### src/rtl/uart_tx_ctrl_if.sv
// Byte handshake between the TX byte source (master) and uart_tx_ctrl (slave).
// Latency: none, wires only.
// Backpressure: the byte source holds valid and data until it sees ready high.
interface uart_tx_ctrl_if #(
   parameter int DATA_BITS = 8
);
   logic [DATA_BITS-1:0] data;
   logic                 valid;
   logic                 ready;

   modport master (output data, output valid, input  ready);
   modport slave  (input  data, input  valid, output ready);
endinterface

### src/rtl/uart_tx_ctrl.sv
// UART transmit controller: sends start bit, data LSB first, optional even parity
// (build macro UART_TX_PARITY_EN), then stop bits. TXD falls one cycle after accept.
// Backpressure: ready is low for the whole frame; valid seen while busy is ignored.
module uart_tx_ctrl #(
   parameter int CLK_DIV   = 16,
   parameter int DATA_BITS = 8,
   parameter int STOP_BITS = 1
) (
   input  logic            clk,
   input  logic            r,
   uart_tx_ctrl_if.slave   src,
   output logic            txd,
   output logic            busy,
   output logic            bit_ce
);
   localparam int DW = $clog2(CLK_DIV);
   localparam int CW = 3;

   typedef enum logic [2:0] {
      S_IDLE,
      S_START,
      S_DATA,
      S_STOP
`ifdef UART_TX_PARITY_EN
      , S_PARITY
`endif
   } state_t;

   state_t                state, state_nxt;
   logic [DW-1:0]         div, div_nxt;
   logic [CW-1:0]         cnt, cnt_nxt, cnt_max;
   logic [DATA_BITS-1:0]  shreg, shreg_nxt;
   logic                  tick;
   logic                  txd_nxt, busy_nxt, bit_ce_nxt;
`ifdef UART_TX_PARITY_EN
   logic                  par, par_nxt;
`endif

   // Last cycle of the current serial bit; divider sits at 0 in idle so this never fires there.
   assign tick = (div == DW'(CLK_DIV - 1));

   // The source may hand over a byte only while the state register says idle.
   assign src.ready = (state == S_IDLE);

   // State register plus divider, bit counter and shift register.
   always_ff @(posedge clk) begin
      if (r) begin
         state <= S_IDLE;
         div   <= '0;
         cnt   <= '0;
         shreg <= '0;
`ifdef UART_TX_PARITY_EN
         par   <= 1'b0;
`endif
      end else begin
         state <= state_nxt;
         div   <= div_nxt;
         cnt   <= cnt_nxt;
         shreg <= shreg_nxt;
`ifdef UART_TX_PARITY_EN
         par   <= par_nxt;
`endif
      end
   end

   // Next-state: each non-idle state lasts whole bit periods and advances on tick.
   always_comb begin
      state_nxt = state;
      case (state)
         S_IDLE:   if (src.valid) state_nxt = S_START;
         S_START:  if (tick) state_nxt = S_DATA;
         S_DATA:
            if (tick && cnt == CW'(DATA_BITS - 1)) begin
`ifdef UART_TX_PARITY_EN
               state_nxt = S_PARITY;
`else
               state_nxt = S_STOP;
`endif
            end
`ifdef UART_TX_PARITY_EN
         S_PARITY: if (tick) state_nxt = S_STOP;
`endif
         S_STOP:   if (tick && cnt == CW'(STOP_BITS - 1)) state_nxt = S_IDLE;
         default:  state_nxt = S_IDLE;
      endcase
   end

   // Datapath next values: divider wrap, counter clear on state change, byte capture and shift.
   always_comb begin
      div_nxt   = (state == S_IDLE || tick) ? '0 : div + DW'(1);
      cnt_max   = (state == S_DATA) ? CW'(DATA_BITS - 1) : CW'(STOP_BITS - 1);
      cnt_nxt   = cnt;
      shreg_nxt = shreg;
`ifdef UART_TX_PARITY_EN
      par_nxt   = par;
`endif
      if (state_nxt != state)
         cnt_nxt = '0;
      else if (tick && cnt != cnt_max)
         cnt_nxt = cnt + CW'(1);
      if (state == S_IDLE && src.valid) begin
         shreg_nxt = src.data;
`ifdef UART_TX_PARITY_EN
         par_nxt   = ^src.data;
`endif
      end else if (state == S_DATA && tick) begin
         shreg_nxt = shreg >> 1;
      end
   end

   // Outputs are computed from next-state values so the registered copies line up with the state.
   always_comb begin
      txd_nxt = 1'b1;
      case (state_nxt)
         S_START:  txd_nxt = 1'b0;
         S_DATA:   txd_nxt = shreg_nxt[0];
`ifdef UART_TX_PARITY_EN
         S_PARITY: txd_nxt = par_nxt;
`endif
         default:  txd_nxt = 1'b1;
      endcase
      busy_nxt   = (state_nxt != S_IDLE);
      bit_ce_nxt = busy_nxt && (div_nxt == DW'(CLK_DIV - 1));
   end

   // Output registers; reset forces the line idle high with no partial stop bit.
   always_ff @(posedge clk) begin
      if (r) begin
         txd    <= 1'b1;
         busy   <= 1'b0;
         bit_ce <= 1'b0;
      end else begin
         txd    <= txd_nxt;
         busy   <= busy_nxt;
         bit_ce <= bit_ce_nxt;
      end
   end
endmodule

### src/flat_wrapper.sv
// flat-port wrapper written by rule: the top's interface ports become plain ports
module uart_tx_ctrl_flat 
#(
   parameter int CLK_DIV   = 16,
   parameter int DATA_BITS = 8,
   parameter int STOP_BITS = 1
)
  (clk, r, txd, busy, bit_ce, src_data, src_valid, src_ready);
  uart_tx_ctrl_if #(.DATA_BITS(DATA_BITS)) src_i ();
  input  logic clk;
  input  logic r;
  output logic txd;
  output logic busy;
  output logic bit_ce;
  input wire logic [$bits(src_i.data)-1:0] src_data;
  input wire logic [$bits(src_i.valid)-1:0] src_valid;
  output wire logic [$bits(src_i.ready)-1:0] src_ready;
  assign src_i.data = src_data;
  assign src_i.valid = src_valid;
  assign src_ready = src_i.ready;
  uart_tx_ctrl #(.CLK_DIV(CLK_DIV), .DATA_BITS(DATA_BITS), .STOP_BITS(STOP_BITS)) u_core (.clk(clk), .r(r), .src(src_i), .txd(txd), .busy(busy), .bit_ce(bit_ce));
endmodule
### config.mk
export PLATFORM = sky130hd
export DESIGN_NAME = uart_tx_ctrl_flat
export DESIGN_NICKNAME = d
export VERILOG_FILES = /design/src/rtl/uart_tx_ctrl_if.sv /design/src/rtl/uart_tx_ctrl.sv /design/src/flat_wrapper.sv
export SDC_FILE = /design/constraint.sdc
export NUM_CORES = 1
export LEC_CHECK = 0
export BUFFER_PORTS_ARGS = -buffer_cell sky130_fd_sc_hd__buf_4
export CAP_MARGIN = 20
export CORE_MARGIN = 2
export CORE_UTILIZATION = 50
export DETAILED_ROUTE_END_ITERATION = 16
export MAX_ROUTING_LAYER = met4
export PLACE_DENSITY = 0.78
export SETUP_SLACK_MARGIN = 0.1
export SKIP_LAST_GASP = 1
export SYNTH_ARGS = -nofsm -noshare
export SYNTH_HDL_FRONTEND = slang
export SYNTH_SLANG_ARGS = --single-unit
export TNS_END_PERCENT = 5
### constraint.sdc
create_clock -name clk -period 2.65 [get_ports clk]
set_input_delay 0.6625 -clock clk [delete_from_list [all_inputs] [get_ports clk]]
set_output_delay 0.6625 -clock clk [all_outputs]
set_load 0.05 [all_outputs]
## After elaboration in Yosys (flattened, before gate mapping)

Cells that the tools add are included.
Widths: inputs -> output; s select.

| word-level totals | value |
|---|---|
| register bits after elaboration | 21 |
| input port bits | 11 |

| operators by class | value |
|---|---|
| add/subtract/negate cells | 2 |
| eq/ne operators | 10 |
| mux-type cells | 10 |
| reductions and logical operators | 12 |

Operators by type and width:

| operator | count |
|---|---|
| $mux 8 | 2 |
| $mux 3 | 5 |
| $pmux 3 s4 | 1 |
| $eq 3x2->1 const B | 3 |
| $eq 4x4->1 const B | 2 |
| $eq 3x1->1 const B | 2 |
| $logic_and 1x1->1 | 6 |
| $logic_not 3->1 | 2 |
| $ne 3x3->1 | 2 |
| $add 4x1->4 const B | 1 |
| $mux 4 | 1 |
| $add 3x1->3 const B | 1 |
| $eq 3x3->1 const B | 1 |
| $reduce_bool 3->1 | 1 |
| $pmux 1 s2 | 1 |
| $reduce_bool 2->1 | 1 |
| $reduce_or 2->1 | 1 |
| $logic_or 1x1->1 | 1 |

## Depth between registers and ports, before layout

Gate-level depths: netlist (run 1).

| depth | value |
|---|---|
| word-level depth | 6 |
| gate-level depth with buffers | 7 |

## Worst setup path after synthesis (run 1)

OpenSTA, ideal clock, no wires.

| timing path | value |
|---|---|
| kind | register -> output |
| start point | register u_core.state[1] |
| end point | output port src_ready |
| arrival | 1.270 ns |
| required time | 1.987 ns |
| slack | 0.717 ns |
| cell stages (with the launch flop) | 3 |
| buffers on the path | 1 |
| cell sequence | dfxtp_1 -> buf_6 -> nor3_2 |

| on the way | value |
|---|---|
| longest elaborated chain between the ends | 1 |

RTL lines:

| what | RTL line | RTL |
|---|---|---|
| start, declared | uart_tx_ctrl.sv:29 | `state_t state, state_nxt;` |
| start signal, assigned | uart_tx_ctrl.sv:56 | `state <= state_nxt;` |
| $logic_not 3->1 | uart_tx_ctrl.sv:43 | `assign src.ready = (state == S_IDLE);` |
| end, declared | flat_wrapper.sv:17 | `output wire logic [$bits(src_i.ready)-1:0] src_ready;` |

No other way between the ends.

## Worst setup path in the final report (run 1)

| timing path | value |
|---|---|
| start point | register u_core.state[2] |
| end point | output port src_ready |

The elaborated chain is that of the path after synthesis.

==> impl_metrics.yaml, run 1 <==
placement:
  dp_hpwl_mm: 1.48
  portBuffers: 14
  place.gp.congestion: 0.835
  placed_cell_area_um2: 1150
logic_synthesis:
  yosysMostFrequentCell: "dfxtp_1"
  synth_top_cell_area_share_pct: 40.4
  netlist_area_um2: 1040
  seq_area_frac_synth_pct: 40.4
  netlist_instances: 122
  avgSynthCellArea_um2: 8.52
  synth_top_area_cell: "dfxtp_1"
  synth-edff-count: 0
  synth_fp_nets: 137
  synth_area_leaders: "dfxtp_1 40%, nand3_1 5.8%, ha_1 4.8%"
  ys_seq_elements: 21
  ys_async_sr_fraction_pct: 0
  synth_cell_type_count: 37
  synth_warnings: 0
  synthTopCellsByCount: "21 x dfxtp_1, 12 x nand3_1, 12 x nor2_1, 9 x nand2_1, 7 x o21ai_0"
  synth_ff_type: "dfxtp_1"
worst_setup_path:
  max_stage_delay_ns: 0.55
  path_class: "flip-flop to output port"
  end_kind: "output port"
  critPathLaunchType: "flip-flop"
  r2r_slack_ns: 0.64
  setup.worst_path.start: "u_core.state[2]"
  crit_arrival_ns: 1.56
  path_cells: "nor3_2 > buf_4"
  crit_required_ns: 1.99
  cpMaxStageDelayCell: "nor3_2"
  cp_max_fo: 9
  timing.rr.start: "u_core.div[0]"
layout:
  area_growth_pct: 13.0
  diodes: 0
  num-nets-final: 150
  fill_cells: 191
  final_design_area_no_fill_um2: 1170
  layout-drive-gt1-share_pct: 18.7
  regArea_um2: 420
  multi_input_area_um2: 574
sta:
  min_period_ns: 2.22
  finalMaxSlewViolations: 0
  final_min_period_over_clock_period_pct: 83.8
  skew_ns: 0.00263
  relSlewSlack_pct: 59.9
  hold_viol: 0
  worstMarginPinSlew_ns: 0.598
  fmax_mhz: 450
  setup-tns-final_ns: 0
  rsz0062_at_grt: "false"
  setup_viol: 0
clock_tree:
  cts_root_buffer: "clkbuf_4"
  cts_inserted_buffers: 3
  cts.sinks: 21
  htree_levels: 1
  cts_setup_buffers: 0
  post_cts_resized: 0
  ctsHoldBuffers: 0
  clock_latency_ns: 0.29
  cts_tree: "yes"
  path_clk_slew_ns: 0.11
  clk_path_buf_depth: 2
die:
  start_util_pct: 53.0
  ios: 15
  die_h_um: 49.6
  core-area_um2: 1960
  fp-row-count: 16
  die_area_um2: 2460
  die_w_um: 49.6
min_path:
  hp-start: "u_core.shreg[7]"
  holdCritPathClass: "flip-flop to flip-flop"
route:
  num_vias: 934
  drt_iter0_drc: 27
  wire_per_inst_um: 12.8
  drt_first_pass_iters: 4
  remaining_drc_errors: 0
  postRouteAntennaNets: 0
  wirelength_mm: 2.06
  viasPerCell: 5.80
flow_run:
  cap_violations: 0
pwr:
  power_frac_seq_pct: 61.9
  power_per_cell_area_nw_per_um2: 461
  ir_drop_v: 0.000295
  power_leakage_nw: 0.453
  p_sw_mw: 0.129
  swShare_pct: 23.8
  clock_power_share_pct: 27.5
  pwr-share-comb_pct: 10.6
  intPower_mw: 0.412
global_routing:
  grt_util_all_layers_pct: 19.4
  grt_pass1_vias: 833
  grt_max_degree: 17
  grt_overflow: 0
  grt_pass1_wl_mm: 3.66
  antenna_found_initial: 0
run_status:
  status: "finished clean"
-- final timing paths --
kind / endpoint / cells after the start
setup / recovery: src_ready / 2
hold / removal: u_core.shreg[7] / 2
setup reg to reg: u_core.txd / 5
hold reg to reg: u_core.shreg[7] / 2
-- sequential cells by signal (all words and copies together) (netlist names) --
| register | count |
|---|---|
| u_core.shreg | 8 |
| u_core.div | 4 |
| u_core.cnt | 3 |
| u_core.state | 3 |
| u_core.bit_ce | 1 |
| u_core.busy | 1 |
| u_core.txd | 1 |
-- through the flow --
step	cells	hold slack [ns]	worst slack (ns)	total power, mW	utilization (%)
6_report	161	0.487	0.430	0.542	59.9
5_1_grt	161	0.513	0.346	0.570	59.9
4_1_cts	161	0.490	0.409	0.545	59.9
3_5_place_dp	157	0.471	0.632	0.399	58.5
3_3_place_gp	157	0.476	0.658	0.398	58.5
2_1_floorplan	122	0.448	0.717	0.377	-
-- routing by layer --
metal	routed length [um]	GRT usage [%]	up-vias	part of all wire [%]
met5	0	-	-	0
met4	25	6.48	0	1.2
met3	86	4.24	6	4.2
met2	935	29.3	21	45
met1	1010	25.7	432	49
li1	-	-	475	-
-- layout by cell type (no fill, tap or decap), types with 2 or more instances in the layout --
cell	count
o21ai_0	7
nand3_1	12
a21oi_1	5
or2_2	2
nor3_1	3
clkbuf_4	3
a31oi_1	3
nor2b_1	2
nor2_1	12
ha_1	4
and2_1	2
nand2_1	9
and3_1	6
a311oi_1	5
buf_4	15
a32oi_1	2
inv_1	2
dfxtp_1	21
-- power by group through the flow --
stage | Clock (mW) | Combinational, mW | Sequential (mW)
2_1_floorplan | 0 | 0.0342 | 0.343
3_3_place_gp | 0 | 0.0560 | 0.342
3_5_place_dp | 0 | 0.0571 | 0.342
4_1_cts | 0.152 | 0.0575 | 0.335
5_1_grt | 0.169 | 0.0640 | 0.337
6_report | 0.149 | 0.0574 | 0.335
-- worst max-delay path, delay by kind of cell, from the launching register on --
family,cells,cell delay [ns]
buffers and inverters,1,0.31
DFF,1,0.40
and+or+nand+nor,1,0.55
-- cell families after synthesis --
family | Yosys count | share of synthesized area [%]
AO/OA/AOI/OAI | 27 | 17.8
XOR/XNOR | 1 | 0.843
adder cells (fa/ha/maj) | 4 | 4.81
buffers and inverters | 9 | 4.33
flip-flops | 21 | 40.4
multiplexers | 2 | 2.05
other | 1 | 0.361
AND/OR/NAND/NOR | 57 | 29.4
-- area by class of cell --
cell class	instances	area share [%]
Clock buffer	4	2.24
Inverter	2	0.639
Multi-Input combinational cell	92	48.9
Sequential cell	21	35.8
Tap cell	27	2.88
Timing Repair Buffer	15	9.58
(Power assumes the default switching activity.)
==> run 2: changes to the inputs <==
Settings changed: ABC_AREA from default to 1.
Clock period 2.65 ns to 2.2 ns, I/O delays scaled along.
==> impl_metrics.yaml, run 2 <==
worst_setup_path:
  crit_arrival_ns: 1.32
  critPathLaunchType: "flip-flop"
  cp_max_fo: 5
  end_kind: "output port"
  path_class: "flip-flop to output port"
  crit_required_ns: 1.65
placement:
  place.gp.congestion: 0.948
  dpl_worst_slack_ns: 0.679
  portBuffers: 14
  dp_hpwl_mm: 1.49
  placedCellCount: 185
layout:
  regMostFlops: "u_core.shreg"
  num-nets-final: 178
  top_regs: "u_core.shreg: 8 flops, u_core.div: 4 flops"
  regArea_um2: 420
  layout_common_cells: "47 x nand2_1, 21 x dfxtp_1, 17 x inv_1"
  layout-drive-gt1-share_pct: 18.5
  multi_input_area_um2: 546
  final_common_cell: "nand2_1"
  largest_reg_flops: 8
  diodes: 0
  fill_cells: 186
  area_growth_pct: 15.6
  fin_cells: 189
sta:
  setup_ws_ns: 0.327
  setup_viol: 0
  finalMaxSlewViolations: 0
  rsz0062_at_grt: "false"
  whs_ns: 0.478
  fmax_mhz: 534
  setup-tns-final_ns: 0
  min_period_ns: 1.87
  skew_ns: 0.00408
  hold_viol: 0
  final_min_period_over_clock_period_pct: 85.1
clock_tree:
  cts_inserted_buffers: 3
  path_clk_slew_ns: 0.12
  htree_levels: 1
  clock_latency_ns: 0.30
  cts_root_buffer: "clkbuf_4"
  ctsHoldBuffers: 0
  cts.sinks: 21
  cts_setup_buffers: 0
  post_cts_resized: 0
  cts_tree: "yes"
  clk_path_buf_depth: 2
die:
  die_area_um2: 2460
  core-area_um2: 1960
  fp-row-count: 16
  start_util_pct: 53.1
  ios: 15
  die_h_um: 49.6
  die_w_um: 49.6
route:
  wirelength_mm: 1.90
  postRouteAntennaNets: 0
  wire_per_inst_um: 10.0
  viasPerCell: 4.93
  num_vias: 931
  drt_first_pass_iters: 4
  remaining_drc_errors: 0
  drt_iter0_drc: 14
logic_synthesis:
  synth_top_cell_area_share_pct: 40.4
  synth_xor_area_share_pct: 1.68
  netlist_instances: 145
  ys_async_sr_fraction_pct: 0
  synthTopCellsByCount: "47 x nand2_1, 21 x dfxtp_1, 17 x inv_1, 11 x nand3_1, 10 x nor2_1"
  netlist_area_um2: 1040
  synth-compound-area-share_pct: 9.01
  yosysMostFrequentCell: "nand2_1"
  synth_ff_type: "dfxtp_1"
  synth-edff-count: 0
  avgSynthCellArea_um2: 7.18
  synth_fp_nets: 160
  synthAdderAreaFrac_pct: 4.81
  synth_cell_type_count: 23
  synth.area.mux_share_pct: 0
  synthSimpleGateAreaFrac_pct: 36.5
  synth_area_leaders: "dfxtp_1 40%, nand2_1 17%, inv_1 6.1%"
  seq_area_frac_synth_pct: 40.4
  synth_top_area_cell: "dfxtp_1"
  synth_warnings: 0
  synth_top_family_by_area: "simple AND/OR/NAND/NOR gates"
  ys_seq_elements: 21
global_routing:
  antenna_found_initial: 0
  grt_util_all_layers_pct: 18.3
  grt_pass1_wl_mm: 3.40
  grt_overflow: 0
  grt_max_degree: 13
  grt_pass1_vias: 868
pwr:
  power_leakage_nw: 0.525
  ir_drop_v: 0.000438
  swShare_pct: 25.6
  power_frac_seq_pct: 60.7
  power.total_mw: 0.658
  pwr-share-comb_pct: 11.0
  clock_power_share_pct: 28.3
  p_sw_mw: 0.169
  power_per_cell_area_nw_per_um2: 547
  intPower_mw: 0.489
flow_run:
  cap_violations: 0
run_status:
  status: "finished clean"
min_path:
  holdCritPathClass: "flip-flop to flip-flop"
run 2: cell count changes in the layout (fill, tap and decap cells not counted), moves of 4 or more:
cell	before	now
and3_1	6	0
inv_1	2	17
a311oi_1	5	0
o21ai_0	7	1
nand2_1	9	47
a31oi_1	3	7
run 2: worst paths after layout:
path / start / end / slack (ns) / cells after the start
worst max-delay path: u_core.state[1] / src_ready / 0.33 / 4
worst min-delay path: u_core.shreg[7] / u_core.shreg[7] / 0.48 / 2
worst max register to register: u_core.div[0] / u_core.cnt[2] / 0.66 / 10
worst min register to register: u_core.shreg[7] / u_core.shreg[7] / 0.48 / 2
run 2: worst max-delay path: stages, from the launching register on:
cell,delay (ns)
dfxtp_1,0.37
nor2_1,0.26
nand2_1,0.12
inv_1,0.09
buf_4,0.19
run 2: cell type report:
class	count	share of cell area (%)
Inverter	19	5.93
Timing Repair Buffer	14	8.73
Clock inverter	1	0.416
Sequential cell	21	34.9
Multi-Input combinational cell	104	45.3
Clock buffer	3	1.87
Tap cell	27	2.81
run 2: through the flow:
stage,utilization (%),cell area [um2]
5_1_grt,61.4,1200
3_5_place_dp,59.9,1180
6_report,61.4,1200
4_1_cts,61.4,1200
3_3_place_gp,59.9,1180
2_1_floorplan,-,1040
run 2: cells by family (layout without fill, tap and decap cells):
logic type | count (synthesis) | after routing
AOI/OAI and AO/OA | 14 | 14
and+or+nand+nor | 83 | 83
other | 1 | 1
DFF | 21 | 21
xor gates and xnor gates | 2 | 2
adders and majority gates | 4 | 4
buffers and inverters | 20 | 37
run 2: power groups by stage:
| stage | Sequential, mW | Combinational, mW | Clock [mW] |
|---|---|---|---|
| 6_report | 0.400 | 0.0725 | 0.186 |
| 5_1_grt | 0.402 | 0.0807 | 0.215 |
| 4_1_cts | 0.400 | 0.0730 | 0.195 |
| 3_5_place_dp | 0.408 | 0.0729 | 0 |
| 3_3_place_gp | 0.408 | 0.0715 | 0 |
| 2_1_floorplan | 0.413 | 0.0410 | 0 |
run 2: layer usage:
layer | global-route usage, % | vias up | share of wire [%]
li1 | - | 500 | -
met1 | 21.1 | 414 | 44
met2 | 31.1 | 15 | 52
met3 | 3.64 | 2 | 3.6
met4 | 7.41 | 0 | 1.2
met5 | - | - | 0
==> run 3: changes to the inputs <==
Settings changed: CORE_UTILIZATION 50 to 49, GPL_TIMING_DRIVEN from default to 0, PLACE_DENSITY 0.78 to 0.8.
Clock period 2.2 ns to 1.6 ns, I/O delays scaled along.
==> impl_metrics.yaml, run 3 (synthesis results as in run 2) <==
route:
  postRouteAntennaNets: 0
  drt_iter0_drc: 23
  viasPerCell: 4.96
  remaining_drc_errors: 0
  num_vias: 957
  wire_per_inst_um: 10.1
  wirelength_mm: 1.95
  drt_first_pass_iters: 4
worst_setup_path:
  crit_required_ns: 1.20
  path_cells: "inv_2 > nand2_2 > inv_2 > buf_8"
  cp_max_fo: 5
  timing.rr.start: "u_core.div[0]"
  end_kind: "output port"
  critPathLaunchType: "flip-flop"
  r2r_end: "u_core.bit_ce"
  cp_top_family: "flip-flops"
  max_stage_delay_ns: 0.38
  path_class: "flip-flop to output port"
  cpMaxStageDelayCell: "dfxtp_4"
  crit_arrival_ns: 1.04
  crit_top_cell: "inv_2"
  critPathBufInv: 3
  r2r_slack_ns: 0.20
  r2r_cells: 6
sta:
  fmax_mhz: 693
  final_min_period_over_clock_period_pct: 90.2
  min_period_ns: 1.44
  setup_ws_ns: 0.156
  finalMaxSlewViolations: 0
  setup-tns-final_ns: 0
  rsz0062_at_grt: "true"
  hold_viol: 0
  setup_viol: 0
  whs_ns: 0.271
  skew_ns: 0.00419
min_path:
  holdCritPathClass: "input pin to flip-flop"
  hp-start: "r"
  hold_depth: 2
  hold_path_end: "u_core.div[2]"
layout:
  regMostFlops: "u_core.shreg"
  fin_cells: 193
  layout-drive-gt1-share_pct: 27.1
  multi_input_area_um2: 593
  layout_common_cells: "46 x nand2_1, 16 x dfxtp_1, 15 x inv_1, 15 x buf_4, 11 x nand3_1"
  final_design_area_no_fill_um2: 1310
  final_core_util_pct: 66.1
  diodes: 0
  area_growth_pct: 25.8
  largest_reg_flops: 8
  final_common_cell: "nand2_1"
  top_regs: "u_core.shreg: 8 flops, u_core.div: 4 flops"
  num-nets-final: 182
  fill_cells: 165
  regArea_um2: 434
clock_tree:
  cts_inserted_buffers: 3
  cts.sinks: 21
  path_clk_slew_ns: 0.11
  cts_root_buffer: "clkbuf_4"
  clk_path_buf_depth: 2
  clock_latency_ns: 0.30
  htree_levels: 1
  cts_tree: "yes"
placement:
  placedCellCount: 186
  dpl_worst_slack_ns: 0.0454
  place.gp.congestion: 0.883
  dp_hpwl_mm: 1.47
  placed_cell_area_um2: 1180
  portBuffers: 14
global_routing:
  grt_overflow: 0
  antenna_found_initial: 0
  grt_max_degree: 12
  grt_util_all_layers_pct: 17.6
  grt_pass1_wl_mm: 3.31
  grt_pass1_vias: 843
die:
  die_h_um: 50.1
  die_w_um: 50.1
  start_util_pct: 52.5
  core-area_um2: 1980
  fp-row-count: 16
  ios: 15
  die_area_um2: 2510
flow_run:
  cap_violations: 0
run_status:
  status: "finished clean"
pwr:
  ir_drop_v: 0.000448
  power_leakage_nw: 0.551
  power_per_cell_area_nw_per_um2: 693
  power.total_mw: 0.908
## run 3: changes by cell type in the layout (fill, tap and decap cells not counted), sizes merged
cell	change
clkbuf	+2
clkinv	-1
buf	+3
## run 3: how the worst max path moves through the flow
stage	from	end	slack, ns	cells past startpoint
2_1_floorplan	u_core.div[0]	u_core.txd	0.23	8
3_3_place_gp	u_core.div[0]	u_core.txd	0.09	8
3_5_place_dp	u_core.div[0]	u_core.txd	0.05	8
4_1_cts	u_core.state[0]	src_ready	0.08	4
5_1_grt	u_core.div[0]	u_core.cnt[0]	0.1	8
6_report	u_core.state[0]	src_ready	0.16	4
## run 3: cell type report
type	instances	share of cell area [%]
buffer	1	0.287
clock buffer	4	2.01
inverter	19	5.44
multi-input combinational	104	45.3
sequential	21	33.1
tap	27	2.58
timing repair buffer	17	11.3
## run 3: worst register-to-register path, cell delays in order (launching register included)
cell,delay (ns)
dfxtp_4,0.39
ha_4,0.16
nand3_4,0.14
o21ai_4,0.25
nand3_1,0.12
o21ai_1,0.17
nor2_1,0.06
## run 3: timing repair
action	in CTS	in global routing
setup buffers	2	1
hold buffers	0	0
gates resized for setup	9	15
endpoints found under the setup margin	7	7
pin swaps	2	2
## run 3: metal layers
layer	track usage (%)	routed length [um]	vias up
met3	3.03	102	4
met4	8.33	38	0
li1	-	-	502
met2	29.6	935	29
met5	-	0	-
met1	20.2	877	422
## run 3: report_power, final
part	switching (mW)	total, mW	internal, mW
combinational	0.0622	0.110	0.0476
clock	0.151	0.248	0.0970
sequential	0.0127	0.550	0.537
total	0.226	0.908	0.682
